## src/rtl/mdu_iter.sv

```systemverilog
// ============================================================================
//  Module   : mdu_iter
//  Purpose  : Iterative RV32M multiply/divide unit with start/busy/done
//             handshake. Define MDU_FAST_MUL_EN for a single-cycle multiplier.
//  Revision : 1.0 - initial release
// ============================================================================
`default_nettype none

module mdu_iter #(
    parameter int XLEN = 32
) (
    input  logic            clk,
    input  logic            rst,
    input  logic            start,
    input  logic [2:0]      funct3,
    input  logic [XLEN-1:0] rs1,
    input  logic [XLEN-1:0] rs2,
    input  logic            kill,
    output logic            busy,
    output logic            done,
    output logic [XLEN-1:0] result
);

    localparam int c_cw = $clog2(XLEN);
    localparam logic [c_cw-1:0] c_last = c_cw'(XLEN - 1);

    localparam logic [2:0] c_idle = 3'd0;
    localparam logic [2:0] c_mul  = 3'd1;
    localparam logic [2:0] c_div  = 3'd2;
    localparam logic [2:0] c_fix  = 3'd3;
    localparam logic [2:0] c_done = 3'd4;

`ifdef MDU_FAST_MUL_EN
    localparam logic [2:0] c_mul_go = c_done;
`else
    localparam logic [2:0] c_mul_go = c_mul;
`endif

    logic [2:0]        r_state;
    logic [2:0]        w_state_nxt;
    logic              w_accept;
    logic [2:0]        r_op;
    logic [c_cw-1:0]   r_cnt;
    logic [c_cw-1:0]   w_cnt_nxt;
    logic [2*XLEN-1:0] r_acc;
    logic [XLEN-1:0]   r_opb;
    logic              r_negq;
    logic              r_negr;
    logic [XLEN-1:0]   r_result;

    // Operand conditioning for a new request
    logic            w_s1, w_s2, w_neg1, w_neg2;
    logic [XLEN-1:0] w_abs1, w_abs2;
    logic            w_div_zero, w_div_ovf, w_special;
    logic [XLEN-1:0] w_special_res;

    assign w_s1   = (funct3 == 3'b001) || (funct3 == 3'b010) || (funct3[2] && !funct3[0]);
    assign w_s2   = (funct3 == 3'b001) || (funct3[2] && !funct3[0]);
    assign w_neg1 = w_s1 && rs1[XLEN-1];
    assign w_neg2 = w_s2 && rs2[XLEN-1];
    assign w_abs1 = w_neg1 ? -rs1 : rs1;
    assign w_abs2 = w_neg2 ? -rs2 : rs2;

    assign w_div_zero = (rs2 == '0);
    assign w_div_ovf  = !funct3[0] && (rs1 == {1'b1, {(XLEN-1){1'b0}}}) && (&rs2);
    assign w_special  = funct3[2] && (w_div_zero || w_div_ovf);
    assign w_special_res = w_div_zero ? (funct3[1] ? rs1 : {XLEN{1'b1}})
                                      : (funct3[1] ? {XLEN{1'b0}} : rs1);

`ifdef MDU_FAST_MUL_EN
    logic [2*XLEN-1:0] w_fa, w_fb, w_fast_prod;
    logic [XLEN-1:0]   w_fast_res;
    assign w_fa = {{XLEN{w_s1 & rs1[XLEN-1]}}, rs1};
    assign w_fb = {{XLEN{w_s2 & rs2[XLEN-1]}}, rs2};
    assign w_fast_prod = w_fa * w_fb;
    assign w_fast_res  = (funct3[1:0] == 2'b00) ? w_fast_prod[XLEN-1:0]
                                                : w_fast_prod[2*XLEN-1:XLEN];
`endif

    // Shift-add step: accumulator high half gathers the partial product,
    // low half holds the not-yet-consumed multiplier bits.
    logic [XLEN:0]     w_mul_sum;
    logic [2*XLEN-1:0] w_mul_nxt;
    assign w_mul_sum = {1'b0, r_acc[2*XLEN-1:XLEN]} + (r_acc[0] ? {1'b0, r_opb} : {(XLEN+1){1'b0}});
    assign w_mul_nxt = {w_mul_sum, r_acc[XLEN-1:1]};

    // Restoring step: high half is the partial remainder, low half shifts
    // dividend bits out and quotient bits in.
    logic [XLEN:0]     w_div_sh, w_div_diff;
    logic [2*XLEN-1:0] w_div_nxt;
    assign w_div_sh   = r_acc[2*XLEN-1:XLEN-1];
    assign w_div_diff = w_div_sh - {1'b0, r_opb};
    assign w_div_nxt  = w_div_diff[XLEN] ? {w_div_sh[XLEN-1:0], r_acc[XLEN-2:0], 1'b0}
                                         : {w_div_diff[XLEN-1:0], r_acc[XLEN-2:0], 1'b1};

    assign w_cnt_nxt = (r_cnt == c_last) ? '0 : r_cnt + 1'b1;

    logic [2*XLEN-1:0] w_prod;
    logic [XLEN-1:0]   w_quo, w_rem, w_fix_res;
    assign w_prod = r_negq ? -r_acc : r_acc;
    assign w_quo  = r_negq ? -r_acc[XLEN-1:0] : r_acc[XLEN-1:0];
    assign w_rem  = r_negr ? -r_acc[2*XLEN-1:XLEN] : r_acc[2*XLEN-1:XLEN];

    always_comb begin
        case (r_op)
            3'b000:                 w_fix_res = w_prod[XLEN-1:0];
            3'b001, 3'b010, 3'b011: w_fix_res = w_prod[2*XLEN-1:XLEN];
            3'b100, 3'b101:         w_fix_res = w_quo;
            default:                w_fix_res = w_rem;
        endcase
    end

    always_ff @(posedge clk) begin
        if (!rst) begin
            r_state <= c_idle;
        end else begin
            r_state <= w_state_nxt;
        end
    end

    always_comb begin
        w_state_nxt = r_state;
        w_accept    = 1'b0;
        case (r_state)
            c_idle, c_done: begin
                w_state_nxt = c_idle;
                if (start) begin
                    w_accept = 1'b1;
                    if (w_special)      w_state_nxt = c_done;
                    else if (funct3[2]) w_state_nxt = c_div;
                    else                w_state_nxt = c_mul_go;
                end
            end
            c_mul, c_div: begin
                if (r_cnt == c_last) w_state_nxt = c_fix;
            end
            c_fix:   w_state_nxt = c_done;
            default: w_state_nxt = c_idle;
        endcase
        // A flush wins over everything, including a same-cycle start.
        if (kill) begin
            w_state_nxt = c_idle;
            w_accept    = 1'b0;
        end
    end

    always_comb begin
        busy = 1'b0;
        done = 1'b0;
        case (r_state)
            c_mul, c_div, c_fix: busy = 1'b1;
            c_done:              done = 1'b1;
            default: ;
        endcase
    end

    always_ff @(posedge clk) begin
        if (!rst) begin
            r_op     <= '0;
            r_cnt    <= '0;
            r_acc    <= '0;
            r_opb    <= '0;
            r_negq   <= 1'b0;
            r_negr   <= 1'b0;
            r_result <= '0;
        end else if (w_accept) begin
            r_op   <= funct3;
            r_cnt  <= '0;
            r_negq <= w_neg1 ^ w_neg2;
            r_negr <= w_neg1;
            r_opb  <= funct3[2] ? w_abs2 : w_abs1;
            r_acc  <= {{XLEN{1'b0}}, (funct3[2] ? w_abs1 : w_abs2)};
            if (w_special) begin
                r_result <= w_special_res;
            end
`ifdef MDU_FAST_MUL_EN
            else if (!funct3[2]) begin
                r_result <= w_fast_res;
            end
`endif
        end else if (!kill) begin
            case (r_state)
                c_mul: begin
                    r_acc <= w_mul_nxt;
                    r_cnt <= w_cnt_nxt;
                end
                c_div: begin
                    r_acc <= w_div_nxt;
                    r_cnt <= w_cnt_nxt;
                end
                c_fix:   r_result <= w_fix_res;
                default: ;
            endcase
        end
    end

    assign result = r_result;

endmodule

`default_nettype wire

```

## config.mk

```make
export PLATFORM = sky130hd
export DESIGN_NAME = mdu_iter
export DESIGN_NICKNAME = d
export VERILOG_FILES = /design/src/rtl/mdu_iter.sv
export SDC_FILE = /design/constraint.sdc
export NUM_CORES = 1
export LEC_CHECK = 0
export BUFFER_PORTS_ARGS = -buffer_cell sky130_fd_sc_hd__buf_2
export CAP_MARGIN = 10
export CORE_UTILIZATION = 30
export DETAILED_ROUTE_END_ITERATION = 16
export GPL_TIMING_DRIVEN = 0
export HOLD_SLACK_MARGIN = 0.15
export SLEW_MARGIN = 10
export SYNTH_ARGS = -nofsm -noshare
export SYNTH_HDL_FRONTEND = slang
export SYNTH_SLANG_ARGS = --single-unit
```

## constraint.sdc

```tcl
create_clock -name clk -period 6.7 [get_ports clk]
set_clock_uncertainty 0.2 [all_clocks]
set_input_delay 0.335 -clock clk [delete_from_list [all_inputs] [get_ports clk]]
set_output_delay 0.335 -clock clk [all_outputs]
set_load 0.05 [all_outputs]
```

== Word level (Yosys, flattened, before mapping) ==
Index checks and enable logic that the tools add are counted.
Operators by class
  add/subtract/negate cells: 8
  eq/ne operators: 16
  muxes and demuxes: 31
  bitwise operators: 3
  reductions and logical operators: 29
Operator list (count)
  $mux W32: 16
  $mux W64: 2
  $neg A32 Y32: 4
  $pmux W64 S2: 1
  $pmux W32 S3: 1
  $neg A64 Y64: 1
  $add A32 B32 Y33: 1
  $sub A33 B32 Y33: 1
  $eq A32 B32 Y1 const B: 1
  $logic_not A32 Y1: 1
  $reduce_and A32 Y1: 1
  $eq A3 B2 Y1 const B: 5
  $reduce_or A2 Y1: 5
  $eq A3 B1 Y1 const B: 3
  $eq A3 B3 Y1 const B: 3
  $mux W3: 3
  $pmux W3 S3: 1
  $logic_and A1 B1 Y1: 6
  $logic_not A3 Y1: 2
  $ne A2 B1 Y1 const B: 3
  $reduce_and A2 Y1: 3
  $reduce_or A3 Y1: 2
  $add A5 B1 Y5 const B: 1
  $eq A5 B5 Y1 const B: 1
  10 further kinds: 19
Storage, ports and cells
  register bits after elaboration: 141
  input bits: 71
  output and inout bits: 34

== Depth between registers and ports, before layout ==
  depth after elaboration: 8
  depth in mapped cells: 16
  mapped depth without buffers: 13

== Worst setup path before layout ==
OpenSTA, ideal clock, no wires.
  path type: register to register
  from: reg r_acc[48]
  to: reg r_acc[39]
  library setup time: 0.117 ns
  arrival: 3.153 ns
  path slack: 3.230 ns
  stages on the path, launching flop included: 12
  path buffers: 2
  clock period less this slack: 3.470 ns
  cell sequence: dfxtp_1 ha_1 a21o_1 a21o_1 a21o_1 a221o_1 or2_2 o311ai_1 buf_2 buf_2 o211ai_1 a32o_1
Between the ends
  longest elaborated chain between the ends: 3
Ends and longest elaborated chain
  from (decl): RTL line 45  | logic [2*XLEN-1:0] r_acc;
  from (signal assigned): RTL line 172  | r_acc <= {{XLEN{1'b0}}, (funct3[2] ? w_abs1 : w_abs2)};
  from (signal assigned): RTL line 184  | r_acc <= w_mul_nxt;
  from (signal assigned): RTL line 188  | r_acc <= w_div_nxt;
  $sub A33 B32 Y33: RTL line 92  | assign w_div_diff = w_div_sh - {1'b0, r_opb};
  $mux W64: RTL line 93  | assign w_div_nxt = w_div_diff[XLEN] ? {w_div_sh[XLEN-1:0], r_acc[XLEN-2:0], 1'b0}
  $pmux W64 S2: RTL line 182  | case (r_state)
Every way passes these cells.
A chain may end at the register's enable or synchronous reset.

== Worst setup path after layout ==
  from: reg r_acc[0]
  to: reg r_acc[61]
Between the ends
  longest elaborated chain between the ends: 3
Ends and longest elaborated chain
  $mux W32: RTL line 84  | assign w_mul_sum = {1'b0, r_acc[2*XLEN-1:XLEN]} + (r_acc[0] ? {1'b0, r_opb} : {(XLEN+1){1'b0}});
  $add A32 B32 Y33: RTL line 84
  $pmux W64 S2: RTL line 182
Every way passes these cells.

==> metrics.md <==
| Metric | Value |
|---|---|
| Final Setup Violations | 0 |
| Worst Reg-to-Reg Cells | 15 |
| RSZ-0062 raised after global routing | no |
| Overflow after GRT | 0 |
| WP depth | 15 |
| Drt first pass iters | 6 |
| Crit path time final | approximately 5.1 ns |
| DR iter-0 viols | between 1500 and 2000 |
| CP max FO | 10 |
| IO Pins | around 110 |
| Routability cong. | between 0.9 and 1 |
| Clk buf depth | 2 |
| Final period util | between 70% and 80% |
| Xor/xnor share of the synthesized area | 10.7% |
| Data arrival, critical path | between 5 and 6 ns |
| Crit path cell chain | clkbuf_1 > inv_1 > clkbuf_1 > nor2_1 > ha_1 > a211oi_1 > o21ai_0 > a32oi_1 > a211oi_1 > nor3_1 > a21oi_1 > a31oi_1 > xnor2_1 > o221ai_1 > a21oi_1 |
| Hpwl dp | 57.3 mm |
| Max-cap violations | 0 |
| Layout cells sized above 1 | a little under 8% |
| Antenna-violating nets left | 0 |
| Drc violations | 0 |
| Asr flop ratio synth | 0% |
| Root buffer cell | clkbuf_16 |
| Status | finished, final reports clean |
| Total CTS buffers | 17 |
| Initial Util | between 30% and 40% |
| Fin. max-slew vios | 0 |
| Core box area | ~48000 um2 |
| Total die area | 50100 um2 |
| Number of global-route vias before repair | around 17000 |
| Clock-pin slew on the worst setup and hold paths | ~0.070 ns |
| Die W | 224 um |
| Worst Hold Class | in2reg |
| Max Clk Rate | around 0.2 GHz |
| Area growth syn-to-layout | 13.9% |
| CTS tree | yes |
| Synth Area in Compound Gates | 32.6% |
| Final #Nets | 2425 |
| Routed via count | about 18000 |
| Largest family of logic cells by synthesized area | compound AO/OA/AOI/OAI gates |
| Share of the yosys chip area belonging to registers | 19.1% |
| Hold depth | 4 |
| Vias/cell | between 5 and 6 |
| Worst skew pair latency | 0.46 ns |
| Element type at the critical path end | flip-flop |
| Simple-gate area share of the yosys netlist | a little under a quarter |
| Power after layout | between 3 and 4 mW |
| Leak pwr | about 6.5 nW |
| H-Tree Depth | 4 |
| Worst path bufs/invs | 3 |
| Avg Inst Size Synth | 6.86 um2 |
| Synthesized cell area | 14800 um2 |
| # rows | 80 |
| Setup TNS | 0 ns |
| Least-Margin Pin Slew | roughly 1.2 ns |
| Post-synth EDFFs | 0 |
| First-pass GRT wire length | just over 100 mm |
| Max IR drop VDD | ~0.19 mV |
| Final hold vios | 0 |
| Adder-Cell Fraction of Synth Area | around 6.4% |
| CP peak stage delay | approximately 0.6 ns |
| Yosys synthesis warning count | 0 |
| Gate count after technology mapping | between 2000 and 2500 |
| CP max stage cell | a32oi_1 |
| WS Path Type | reg2reg |
| Count of input and output buffers | between 100 and 150 |
| Post-Synthesis Net Count | between 2000 and 2500 |
| Largest net degree at the start of global routing | 17 |
| Layout fillers | between 5000 and 6000 |
| CP startpoint kind | flip-flop |
| Die Height | approximately 220 um |
| Routed wire length | about 70 mm |
| Antenna violations before repair | 3 |
| Slew headroom | between 20% and 30% |
| FF+latch count, synth | between 100 and 150 |
| Ys flop type | dfxtp_1 |
| WP data required | ~7 ns |
| Clock sinks | between 100 and 150 |
| Mux cell area share after synthesis | around 1.1% |
| Wirelength per Cell | between 20 and 25 um |
| Crit path max-delay family | compound AO/OA/AOI/OAI gates |
| Synth unique cells | roughly 80 |
| Pwr dens | 179 nW/um2 |
| GRT Util Overall | roughly 28% |
==> cells by family after synthesis <==
| logic type | count (synthesis) |
|---|---|
| buffers and inverters | 229 |
| muxes | 16 |
| xor gates and xnor gates | 181 |
| adders and majority gates | 75 |
| and+or+nand+nor | 770 |
| AOI/OAI and AO/OA | 741 |
| DFF | 141 |
==> worst paths after layout <==
path	start	endpoint	slack, ns
hold / removal	rs1[29]	result[29]	0.16
setup reg to reg	r_acc[0]	r_acc[61]	1.57
setup / recovery	r_acc[0]	r_acc[61]	1.57
hold reg to reg	r_cnt[4]	r_cnt[4]	0.26
==> sequential cells by signal, indices dropped and copies added (netlist names) <==
register  count
result       32
r_negq        1
r_state       3
r_cnt         5
r_acc        64
r_op          3
r_opb        32
r_negr        1
==> worst register-to-register path: cells and delay by family (launching register included) <==
kind	cells	cell delay, ns
compound gates	8	2.48
buf+inv	3	1.02
fa+ha+maj	1	0.30
flops	1	0.31
simple gates	2	0.60
xor+xnor	1	0.15
==> synth_stat cells, drive strengths merged, types with 26 or more instances <==
master  instances  area (um2)
a21oi         203        1020
nand3          65         325
clkbuf        136         512
ha             71         888
buf            30         148
o21ai         164         821
o31ai          48         374
nor4           28         196
dfxtp         141        2820
and2           27         169
nor3           26         130
xor2           93         815
a21boi         32         240
inv            63         236
nor2          211         792
a211oi         32         240
nand2         291        1090
o211ai         64         480
a21o           28         210
xnor2          88         771
==> where the power goes <==
part	switching (mW)	internal, mW	total [mW]
combinational	0.679	0.308	0.986
sequential	0.0369	0.869	0.906
clock	0.475	0.639	1.11
==> timing repair <==
| action | 4_1_cts | 5_1_grt |
|---|---|---|
| buffers inserted | 0 | 0 |
| resized for setup | 0 | 0 |
| endpoints found under the setup margin | 0 | 0 |
| hold buffers | 6 | 0 |
| endpoints found under the hold margin | 7 | 0 |
==> layout by cell type (no fill, tap or decap), types with 28 or more instances in the layout <==
cell and instances:
nand2_1 291, nor2_1 211, a21oi_1 203, o21ai_0 161
dfxtp_1 141, clkbuf_1 135, buf_2 116, xor2_1 93
xnor2_1 88, ha_1 71, nand3_1 65, o211ai_1 64
inv_1 61, o31ai_1 47, a211oi_1 32, a21boi_0 32
a21o_1 28
==> stage by stage <==
stage	util (%)	std cells	area, um2	hold slack [ns]	setup slack (ns)
6_report	34.9	2951	16800	0.160	1.57
5_1_grt	34.9	2950	16800	0.177	1.37
4_1_cts	34.9	2950	16800	0.152	1.75
3_5_place_dp	33.5	2912	16100	0.244	1.77
3_3_place_gp	33.4	2912	16100	0.247	1.61
2_1_floorplan	-	2153	14800	0.241	3.23
==> per-layer routing <==
layer  global-route usage [%]  vias to the layer above  share of wire, %
li1                         -                     8053                 -
met1                     36.7                     8253                42
met2                     43.8                     1007                44
met3                     5.60                      186                10
met4                     10.8                        4               4.1
met5                        0                        -             0.045
==> cell type report <==
type	count	area [um2]	area share, %
clock inverters	15	225	1.34
plain buffers	166	659	3.92
clock buffers	17	425	2.53
diodes	1	2.50	0.0149
repair buffers	109	576	3.42
multi-input cells	1783	11100	65.7
flip-flops and latches	141	2820	16.8
inverters	63	236	1.41
well taps	656	821	4.88
Power figures use the tool's default switching activity.
